### src/rtl/vector_accumulator_pkg.sv
`default_nettype none
// ============================================================================
// Module      : vector_accumulator_pkg
// Description : Shared defaults and saturation helpers for the vector
//               accumulator datapath.
// Revision    : 1.0 - initial release
// ============================================================================
package vector_accumulator_pkg;

  localparam int DEFAULT_DIN_WIDTH  = 16;
  localparam int DEFAULT_DOUT_WIDTH = 32;
  localparam int DEFAULT_VECTOR_LEN = 64;
  localparam int DEFAULT_ACC_WIDTH  = 16;

  // Outcome of a signed addition once it has been checked for overflow.
  typedef enum logic [1:0] {
    SAT_NONE = 2'd0,
    SAT_POS  = 2'd1,
    SAT_NEG  = 2'd2
  } sat_e;

  // Overflow is classified from sign bits alone, so the check works at any
  // width: two like-signed operands producing an opposite-signed result.
  function automatic sat_e sat_kind(input logic sign_a, input logic sign_b,
                                    input logic sign_r);
    if (!sign_a && !sign_b && sign_r) return SAT_POS;
    if (sign_a && sign_b && !sign_r)  return SAT_NEG;
    return SAT_NONE;
  endfunction

endpackage
`default_nettype wire

### src/rtl/vector_accumulator_if.sv
`default_nettype none
// ============================================================================
// Module      : vector_accumulator_if
// Description : Product stream in / integrated sum stream out of the vector
//               accumulator, with control inputs.
// Revision    : 1.0 - initial release
// ============================================================================
interface vector_accumulator_if
  import vector_accumulator_pkg::*;
#(
  parameter int DIN_WIDTH  = DEFAULT_DIN_WIDTH,
  parameter int DOUT_WIDTH = DEFAULT_DOUT_WIDTH,
  parameter int VECTOR_LEN = DEFAULT_VECTOR_LEN,
  parameter int ACC_WIDTH  = DEFAULT_ACC_WIDTH
);
  localparam int CHAN_WIDTH = $clog2(VECTOR_LEN);

  logic [ACC_WIDTH-1:0]         acc_len;
  logic                         sync;
  logic signed [DIN_WIDTH-1:0]  din;
  logic                         din_valid;
  logic signed [DOUT_WIDTH-1:0] dout;
  logic [CHAN_WIDTH-1:0]        dout_chan;
  logic                         dout_valid;
  logic                         ovf;

  modport master (
    output acc_len, sync, din, din_valid,
    input  dout, dout_chan, dout_valid, ovf
  );

  modport slave (
    input  acc_len, sync, din, din_valid,
    output dout, dout_chan, dout_valid, ovf
  );

endinterface
`default_nettype wire

### src/rtl/vector_accumulator_bram_sdp.sv
`default_nettype none
// ============================================================================
// Module      : vector_accumulator_bram_sdp
// Description : Simple dual-port RAM, one write port and one registered
//               read port (latency 1, read-first on address collision).
// Revision    : 1.0 - initial release
// ============================================================================
module vector_accumulator_bram_sdp #(
  parameter int WIDTH = 32,
  parameter int DEPTH = 64
) (
  input  wire logic                     clk,
  input  wire logic                     wr_en,
  input  wire logic [$clog2(DEPTH)-1:0] wr_addr,
  input  wire logic [WIDTH-1:0]         wr_data,
  input  wire logic                     rd_en,
  input  wire logic [$clog2(DEPTH)-1:0] rd_addr,
  output logic      [WIDTH-1:0]         rd_data
);

  logic [WIDTH-1:0] mem [DEPTH];

  // Contents are deliberately not reset; the accumulator ignores stale data.
  always_ff @(posedge clk) begin
    if (wr_en) mem[wr_addr] <= wr_data;
    if (rd_en) rd_data <= mem[rd_addr];
  end

endmodule
`default_nettype wire

### src/rtl/vector_accumulator.sv
`default_nettype none
// ============================================================================
// Module      : vector_accumulator
// Description : Integrates per-channel signed products over acc_len frames
//               and dumps one saturated sum per channel on the last frame.
// Revision    : 1.0 - initial release
// ============================================================================
module vector_accumulator
  import vector_accumulator_pkg::*;
#(
  parameter int DIN_WIDTH  = DEFAULT_DIN_WIDTH,
  parameter int DOUT_WIDTH = DEFAULT_DOUT_WIDTH,
  parameter int VECTOR_LEN = DEFAULT_VECTOR_LEN,
  parameter int ACC_WIDTH  = DEFAULT_ACC_WIDTH
) (
  input wire logic            clk,
  input wire logic            rst,
  vector_accumulator_if.slave bus
);

  localparam int CHAN_WIDTH = $clog2(VECTOR_LEN);
  localparam logic signed [DOUT_WIDTH-1:0] SAT_MAX = {1'b0, {(DOUT_WIDTH-1){1'b1}}};
  localparam logic signed [DOUT_WIDTH-1:0] SAT_MIN = {1'b1, {(DOUT_WIDTH-1){1'b0}}};

  logic [CHAN_WIDTH-1:0]        chan_cnt;
  logic [ACC_WIDTH-1:0]         frame_cnt;
  logic [ACC_WIDTH-1:0]         acc_len_q;
  logic [ACC_WIDTH-1:0]         acc_len_eff;
  logic                         first_frame;
  logic                         last_frame;
  logic                         accept;

  logic                         s0_valid;
  logic signed [DOUT_WIDTH-1:0] s0_din;
  logic [CHAN_WIDTH-1:0]        s0_chan;
  logic                         s0_first;
  logic                         s0_last;

  logic signed [DOUT_WIDTH-1:0] ram_q;
  logic signed [DOUT_WIDTH-1:0] addend;
  logic signed [DOUT_WIDTH-1:0] raw_sum;
  logic signed [DOUT_WIDTH-1:0] sum;
  sat_e                         kind;
  logic                         ovf_flag;
  logic                         flag_next;

  logic signed [DOUT_WIDTH-1:0] dump_sum;
  logic [CHAN_WIDTH-1:0]        dump_chan;
  logic                         dump_valid;
  logic                         ovf_hold;

  // acc_len of zero behaves as a single-frame pass-through.
  assign acc_len_eff = (bus.acc_len == '0) ? ACC_WIDTH'(1) : bus.acc_len;
  assign first_frame = (frame_cnt == '0);
  assign last_frame  = (frame_cnt == acc_len_q - ACC_WIDTH'(1));
  // A sample coinciding with sync is dropped; counting restarts after it.
  assign accept      = bus.din_valid && !bus.sync;

  // Channel/frame position tracking and integration length capture.
  always_ff @(posedge clk) begin
    if (rst || bus.sync) begin
      chan_cnt  <= '0;
      frame_cnt <= '0;
      acc_len_q <= acc_len_eff;
    end else if (bus.din_valid) begin
      chan_cnt <= chan_cnt + CHAN_WIDTH'(1);
      if (&chan_cnt) frame_cnt <= last_frame ? '0 : frame_cnt + ACC_WIDTH'(1);
    end
  end

  // Stage 0: capture the sample and its frame position alongside the RAM read.
  always_ff @(posedge clk) begin
    if (rst) begin
      s0_valid <= 1'b0;
    end else begin
      s0_valid <= accept;
    end
    if (accept) begin
      s0_din   <= DOUT_WIDTH'(bus.din);
      s0_chan  <= chan_cnt;
      s0_first <= first_frame;
      s0_last  <= last_frame;
    end
  end

  // Channel RAM; the last frame writes zero so the slot starts clean.
  vector_accumulator_bram_sdp #(
    .WIDTH (DOUT_WIDTH),
    .DEPTH (VECTOR_LEN)
  ) u_ram (
    .clk     (clk),
    .wr_en   (s0_valid),
    .wr_addr (s0_chan),
    .wr_data (s0_last ? '0 : sum),
    .rd_en   (accept),
    .rd_addr (chan_cnt),
    .rd_data (ram_q)
  );

  // Stage 1 arithmetic: saturating add, and the sticky-flag update where a
  // new integration (channel 0 of its first frame) restarts the window.
  always_comb begin
    addend    = s0_first ? '0 : ram_q;
    raw_sum   = addend + s0_din;
    kind      = sat_kind(addend[DOUT_WIDTH-1], s0_din[DOUT_WIDTH-1],
                         raw_sum[DOUT_WIDTH-1]);
    sum       = raw_sum;
    if (kind == SAT_POS) sum = SAT_MAX;
    if (kind == SAT_NEG) sum = SAT_MIN;
    flag_next = ((s0_chan == '0 && s0_first) ? 1'b0 : ovf_flag) | (kind != SAT_NONE);
  end

  // Stage 1 registers: dump on the last frame, publish ovf at channel 0.
  always_ff @(posedge clk) begin
    if (rst) begin
      dump_sum   <= '0;
      dump_chan  <= '0;
      dump_valid <= 1'b0;
      ovf_hold   <= 1'b0;
      ovf_flag   <= 1'b0;
    end else begin
      dump_valid <= s0_valid && s0_last;
      if (s0_valid) begin
        ovf_flag <= flag_next;
        if (s0_last) begin
          dump_sum  <= sum;
          dump_chan <= s0_chan;
          if (s0_chan == '0) ovf_hold <= flag_next;
        end
      end
    end
  end

  assign bus.dout       = dump_sum;
  assign bus.dout_chan  = dump_chan;
  assign bus.dout_valid = dump_valid;
  assign bus.ovf        = ovf_hold;

endmodule
`default_nettype wire

### src/flat_wrapper.sv
// flat-port wrapper written by rule: the top's interface ports become plain ports
module vector_accumulator_flat import vector_accumulator_pkg::*;
#(
  parameter int DIN_WIDTH  = DEFAULT_DIN_WIDTH,
  parameter int DOUT_WIDTH = DEFAULT_DOUT_WIDTH,
  parameter int VECTOR_LEN = DEFAULT_VECTOR_LEN,
  parameter int ACC_WIDTH  = DEFAULT_ACC_WIDTH
)
  (clk, rst, bus_acc_len, bus_sync, bus_din, bus_din_valid, bus_dout, bus_dout_chan, bus_dout_valid, bus_ovf);
  vector_accumulator_if #(.DIN_WIDTH(DIN_WIDTH), .DOUT_WIDTH(DOUT_WIDTH), .VECTOR_LEN(VECTOR_LEN), .ACC_WIDTH(ACC_WIDTH)) bus_i ();
  input wire logic clk;
  input wire logic rst;
  input wire logic [$bits(bus_i.acc_len)-1:0] bus_acc_len;
  input wire logic [$bits(bus_i.sync)-1:0] bus_sync;
  input wire logic [$bits(bus_i.din)-1:0] bus_din;
  input wire logic [$bits(bus_i.din_valid)-1:0] bus_din_valid;
  output wire logic [$bits(bus_i.dout)-1:0] bus_dout;
  output wire logic [$bits(bus_i.dout_chan)-1:0] bus_dout_chan;
  output wire logic [$bits(bus_i.dout_valid)-1:0] bus_dout_valid;
  output wire logic [$bits(bus_i.ovf)-1:0] bus_ovf;
  assign bus_i.acc_len = bus_acc_len;
  assign bus_i.sync = bus_sync;
  assign bus_i.din = bus_din;
  assign bus_i.din_valid = bus_din_valid;
  assign bus_dout = bus_i.dout;
  assign bus_dout_chan = bus_i.dout_chan;
  assign bus_dout_valid = bus_i.dout_valid;
  assign bus_ovf = bus_i.ovf;
  vector_accumulator #(.DIN_WIDTH(DIN_WIDTH), .DOUT_WIDTH(DOUT_WIDTH), .VECTOR_LEN(VECTOR_LEN), .ACC_WIDTH(ACC_WIDTH)) u_core (.clk(clk), .rst(rst), .bus(bus_i));
endmodule
### config.mk
export PLATFORM = sky130hd
export DESIGN_NAME = vector_accumulator_flat
export DESIGN_NICKNAME = d
export VERILOG_FILES = /design/src/rtl/vector_accumulator_pkg.sv /design/src/rtl/vector_accumulator_if.sv /design/src/rtl/vector_accumulator_bram_sdp.sv /design/src/rtl/vector_accumulator.sv /design/src/flat_wrapper.sv
export SDC_FILE = /design/constraint.sdc
export NUM_CORES = 2
export LEC_CHECK = 0
export CAP_MARGIN = 20
export CORE_MARGIN = 5
export CORE_UTILIZATION = 30
export CTS_CLUSTER_DIAMETER = 80
export DETAILED_ROUTE_END_ITERATION = 8
export GPL_TIMING_DRIVEN = 0
export PLACE_DENSITY = 0.41
export SLEW_MARGIN = 20
export SYNTH_ARGS = -nofsm -noshare
export SYNTH_HDL_FRONTEND = slang
export SYNTH_HIERARCHICAL = 1
export SYNTH_SLANG_ARGS = --single-unit
### constraint.sdc
create_clock -name clk -period 13.6 [get_ports clk]
set_input_delay 2.72 -clock clk [delete_from_list [all_inputs] [get_ports clk]]
set_output_delay 2.72 -clock clk [all_outputs]
set_load 0.005 [all_outputs]
==> impl_metrics.json <==
{
  "htreeDepth": 4,
  "critical_path_arrival_ns": 6.82,
  "cts_setup_buffers": 0,
  "ys_top_cells_by_area": "edfxtp_1, mux4_2, dfxtp_1",
  "grt_pass1_wl_um": 405000,
  "overflow": 0,
  "synth_edf_count": 2120,
  "syn_to_final_growth_pct": 22.0,
  "synthArstFlopShare_pct": 0,
  "grt_use_total_pct": 20.2,
  "grt_max_degree": 42,
  "worstMarginPinSlew_ns": 1.34,
  "synthMuxAreaShare_pct": 15.5,
  "num-nets-final": 4726,
  "critPathLaunchType": "flip-flop",
  "dr_wl_met2_um": 141000,
  "io_buffers": 74,
  "fin_skew_ns": 0.0717,
  "ys_ff_latch": 2184,
  "max_cap_violations": 0,
  "fillers": 26090,
  "drv_slew": 0,
  "die_x_um": 544,
  "critPathKind": "reg2reg",
  "drt-total-wl_um": 303000,
  "ctsHoldBuffers": 0,
  "max_slew_margin_pct": 10.7,
  "status": "finished, final reports clean",
  "grt_pass1_vias": 44828,
  "dpl.hpwl_um": 217000,
  "core_mm2": 0.284,
  "drc_errors": 0,
  "wl_met1_um": 134000,
  "ios": 76,
  "hold_path.class": "reg2reg",
  "tritoncts": "done",
  "yosysTopAreaCell": "edfxtp_1",
  "synth_compound_area_share_pct": 2.87,
  "timing.final.crit_period_ns": 6.12,
  "synth_area_mm2": 0.0855,
  "p_per_area_mw_per_mm2": 140,
  "yosysTopAreaCellShare_pct": 74.5,
  "wl_per_cell_um": 35.2,
  "synth_xor_area_share_pct": 0.615,
  "cts_sinks": 2184,
  "drt_iter0_drc": 5437,
  "vias_per_cell": 5.25,
  "setup_viol": 0,
  "leakage_nw": 31.9,
  "dr.max_layer_used": "met4",
  "row_count": 196,
  "yosys_warnings": 6,
  "start_util_pct": 30.0,
  "synth_ff_type": "edfxtp_1",
  "drt_first_pass_iters": 6,
  "gp_congestion": 0.879,
  "ctsResizeCount": 0,
  "grt_antenna_before_repair": 19,
  "max_freq_mhz": 164,
  "yosys.area_share.simple_pct": 3.04,
  "cts_buffers": 241,
  "postRouteAntennaNets": 0,
  "wl_met3_um": 17400,
  "tns_ns": 0,
  "die_area_mm2": 0.296,
  "cts_buffer_depth": 4,
  "rsz0062_at_grt": "false",
  "drive_gt1_share_pct": 27.8,
  "fin_util_pct": 36.6,
  "period_share_pct": 45.0,
  "cts_root_buffer": "clkbuf_16",
  "ys_types": 74,
  "syn_inst": 4108,
  "final-hold-violation-count": 0,
  "end_kind": "flip-flop",
  "crit_fanout": 28,
  "vdd_drop_max_mv": 0.108,
  "path_clk_slew_ns": 0.06,
  "clk_latency_ns": 0.90,
  "vias": 45235,
  "syn_nets": 4182,
  "ys_seq_area_share_pct": 76.0,
  "synth_area_per_cell_um2": 20.8,
  "die_h_um": 544,
  "synth-adder-area-share_pct": 0.565,
  "synth_top_family_by_area": "multiplexers",
  "worstPathRequired_ns": 14.31
}
==> per-stage QoR <==
stage               cells  cell area (um^2)  hold slack (ns)  worst slack (ns)  power (W)
floorplan            4108             85500            0.449              7.64    0.00806
global placement     7944             90900            0.447              2.93    0.00845
detailed placement   8171             96900            0.448              7.34    0.00856
CTS                  8603            104000            0.460              7.35     0.0148
global route         8604            104000            0.470              7.16     0.0151
finish               8610            104000            0.450              7.48     0.0146
==> area by class of cell <==
type	instances	area (um^2)	area share, %
sequential	2184	64900	62.3
multi-input combinational	1672	20100	19.3
clock buffer	299	6370	6.11
timing repair buffer	301	5900	5.66
tap	3762	4710	4.52
buffer	236	1160	1.11
clock inverter	133	975	0.935
inverter	16	60.1	0.0576
antenna	7	17.5	0.0168
==> kinds of logic after synthesis <==
kind of cell / after synthesis
fa+ha+maj: 38
simple gates: 547
flops: 2184
mux: 647
buf+inv: 252
compound gates: 380
xor+xnor: 60
==> sequential cells by signal, summed over array words and instances, names as in the netlist <==
register and cells:
u_core/u_ram/mem 2048, u_core/s0_chan 6, u_core/s0_last 1, u_core/s0_first 1, u_core/s0_din 16, u_core/chan_cnt 6
u_core/u_ram/rd_data 32, u_core/frame_cnt 16, u_core/bus.dout_chan 6, u_core/s0_valid 1, u_core/acc_len_q 16, u_core/bus.dout_valid 1
u_core/bus.ovf 1, u_core/bus.dout 32, u_core/ovf_flag 1
==> where the power goes <==
part           switching [W]  total (W)  internal, W
Combinational       0.000576   0.000854     0.000278
Clock                0.00268    0.00622      0.00354
Sequential         0.0000145    0.00755      0.00754
==> cells in the mapped netlist (21+ instances only) <==
cell type,n
o21ai_0,49
o22ai_1,84
nor2b_1,55
nor2_1,229
nand2_1,107
buf_2,58
buf_4,27
ha_1,37
xnor2_1,31
mux4_2,544
mux2i_1,100
nor3_1,22
xor2_1,29
edfxtp_1,2120
buf_1,22
nand4_1,21
dfxtp_1,64
o221ai_1,27
clkbuf_1,123
nand3_1,24
a21oi_1,105
==> placed cells by master, fill, tap and decap left out, types with 19 or more instances in the layout <==
master / synthesis / routed
clkbuf_16: 0 / 246
nor3_1: 22 / 19
edfxtp_1: 2120 / 2120
buf_12: 0 / 107
dfxtp_1: 64 / 64
nor2_4: 0 / 88
ha_1: 37 / 37
nor2b_1: 55 / 52
buf_2: 58 / 64
nand2_1: 107 / 107
clkbuf_2: 0 / 36
buf_16: 0 / 105
xnor2_1: 31 / 31
buf_4: 27 / 40
nand3_1: 24 / 24
clkinv_1: 1 / 68
o22ai_1: 84 / 81
clkbuf_1: 123 / 140
mux2i_1: 100 / 100
o21ai_0: 49 / 49
clkinv_2: 0 / 34
nand4_1: 21 / 21
o221ai_1: 27 / 27
clkdlybuf4s50_1: 0 / 74
mux4_2: 544 / 544
a21oi_1: 105 / 101
a21o_1: 20 / 20
nor2_1: 229 / 141
xor2_1: 29 / 29
==> critical path: stages, from the launching register on <==
cell      delay (ns)
edfxtp_1        0.54
clkbuf_1        0.38
nor2b_1         0.11
ha_1            0.38
o21ai_0         0.13
o21ai_0         0.45
nand4_1         0.35
a21oi_1         0.53
o311a_1         0.43
nand2_1         0.26
or2_2           0.36
clkbuf_2        0.37
clkbuf_2        0.46
nor2_4          0.66
buf_12          0.27
buf_16          0.20
==> per-layer routing <==
metal	GRT usage [%]	up-vias
li1	-	18257
met1	28.7	24994
met2	32.1	1621
met3	2.84	363
met4	6.47	0
met5	0	-
==> final timing paths <==
check / from / endpoint / slack [ns] / cells after the start
worst max register to register: u_core/s0_first$_DFFE_PP_ / u_core/u_ram/mem[46][23]$_DFFE_PP_ / 7.48 / 15
worst min register to register: u_core/bus.dout[3]$_SDFFE_PP0P_ / u_core/bus.dout[3]$_SDFFE_PP0P_ / 0.45 / 2
worst min-delay path: u_core/bus.dout[3]$_SDFFE_PP0P_ / u_core/bus.dout[3]$_SDFFE_PP0P_ / 0.45 / 2
worst max-delay path: u_core/s0_first$_DFFE_PP_ / u_core/u_ram/mem[46][23]$_DFFE_PP_ / 7.48 / 15
(Power assumes the default switching activity.)
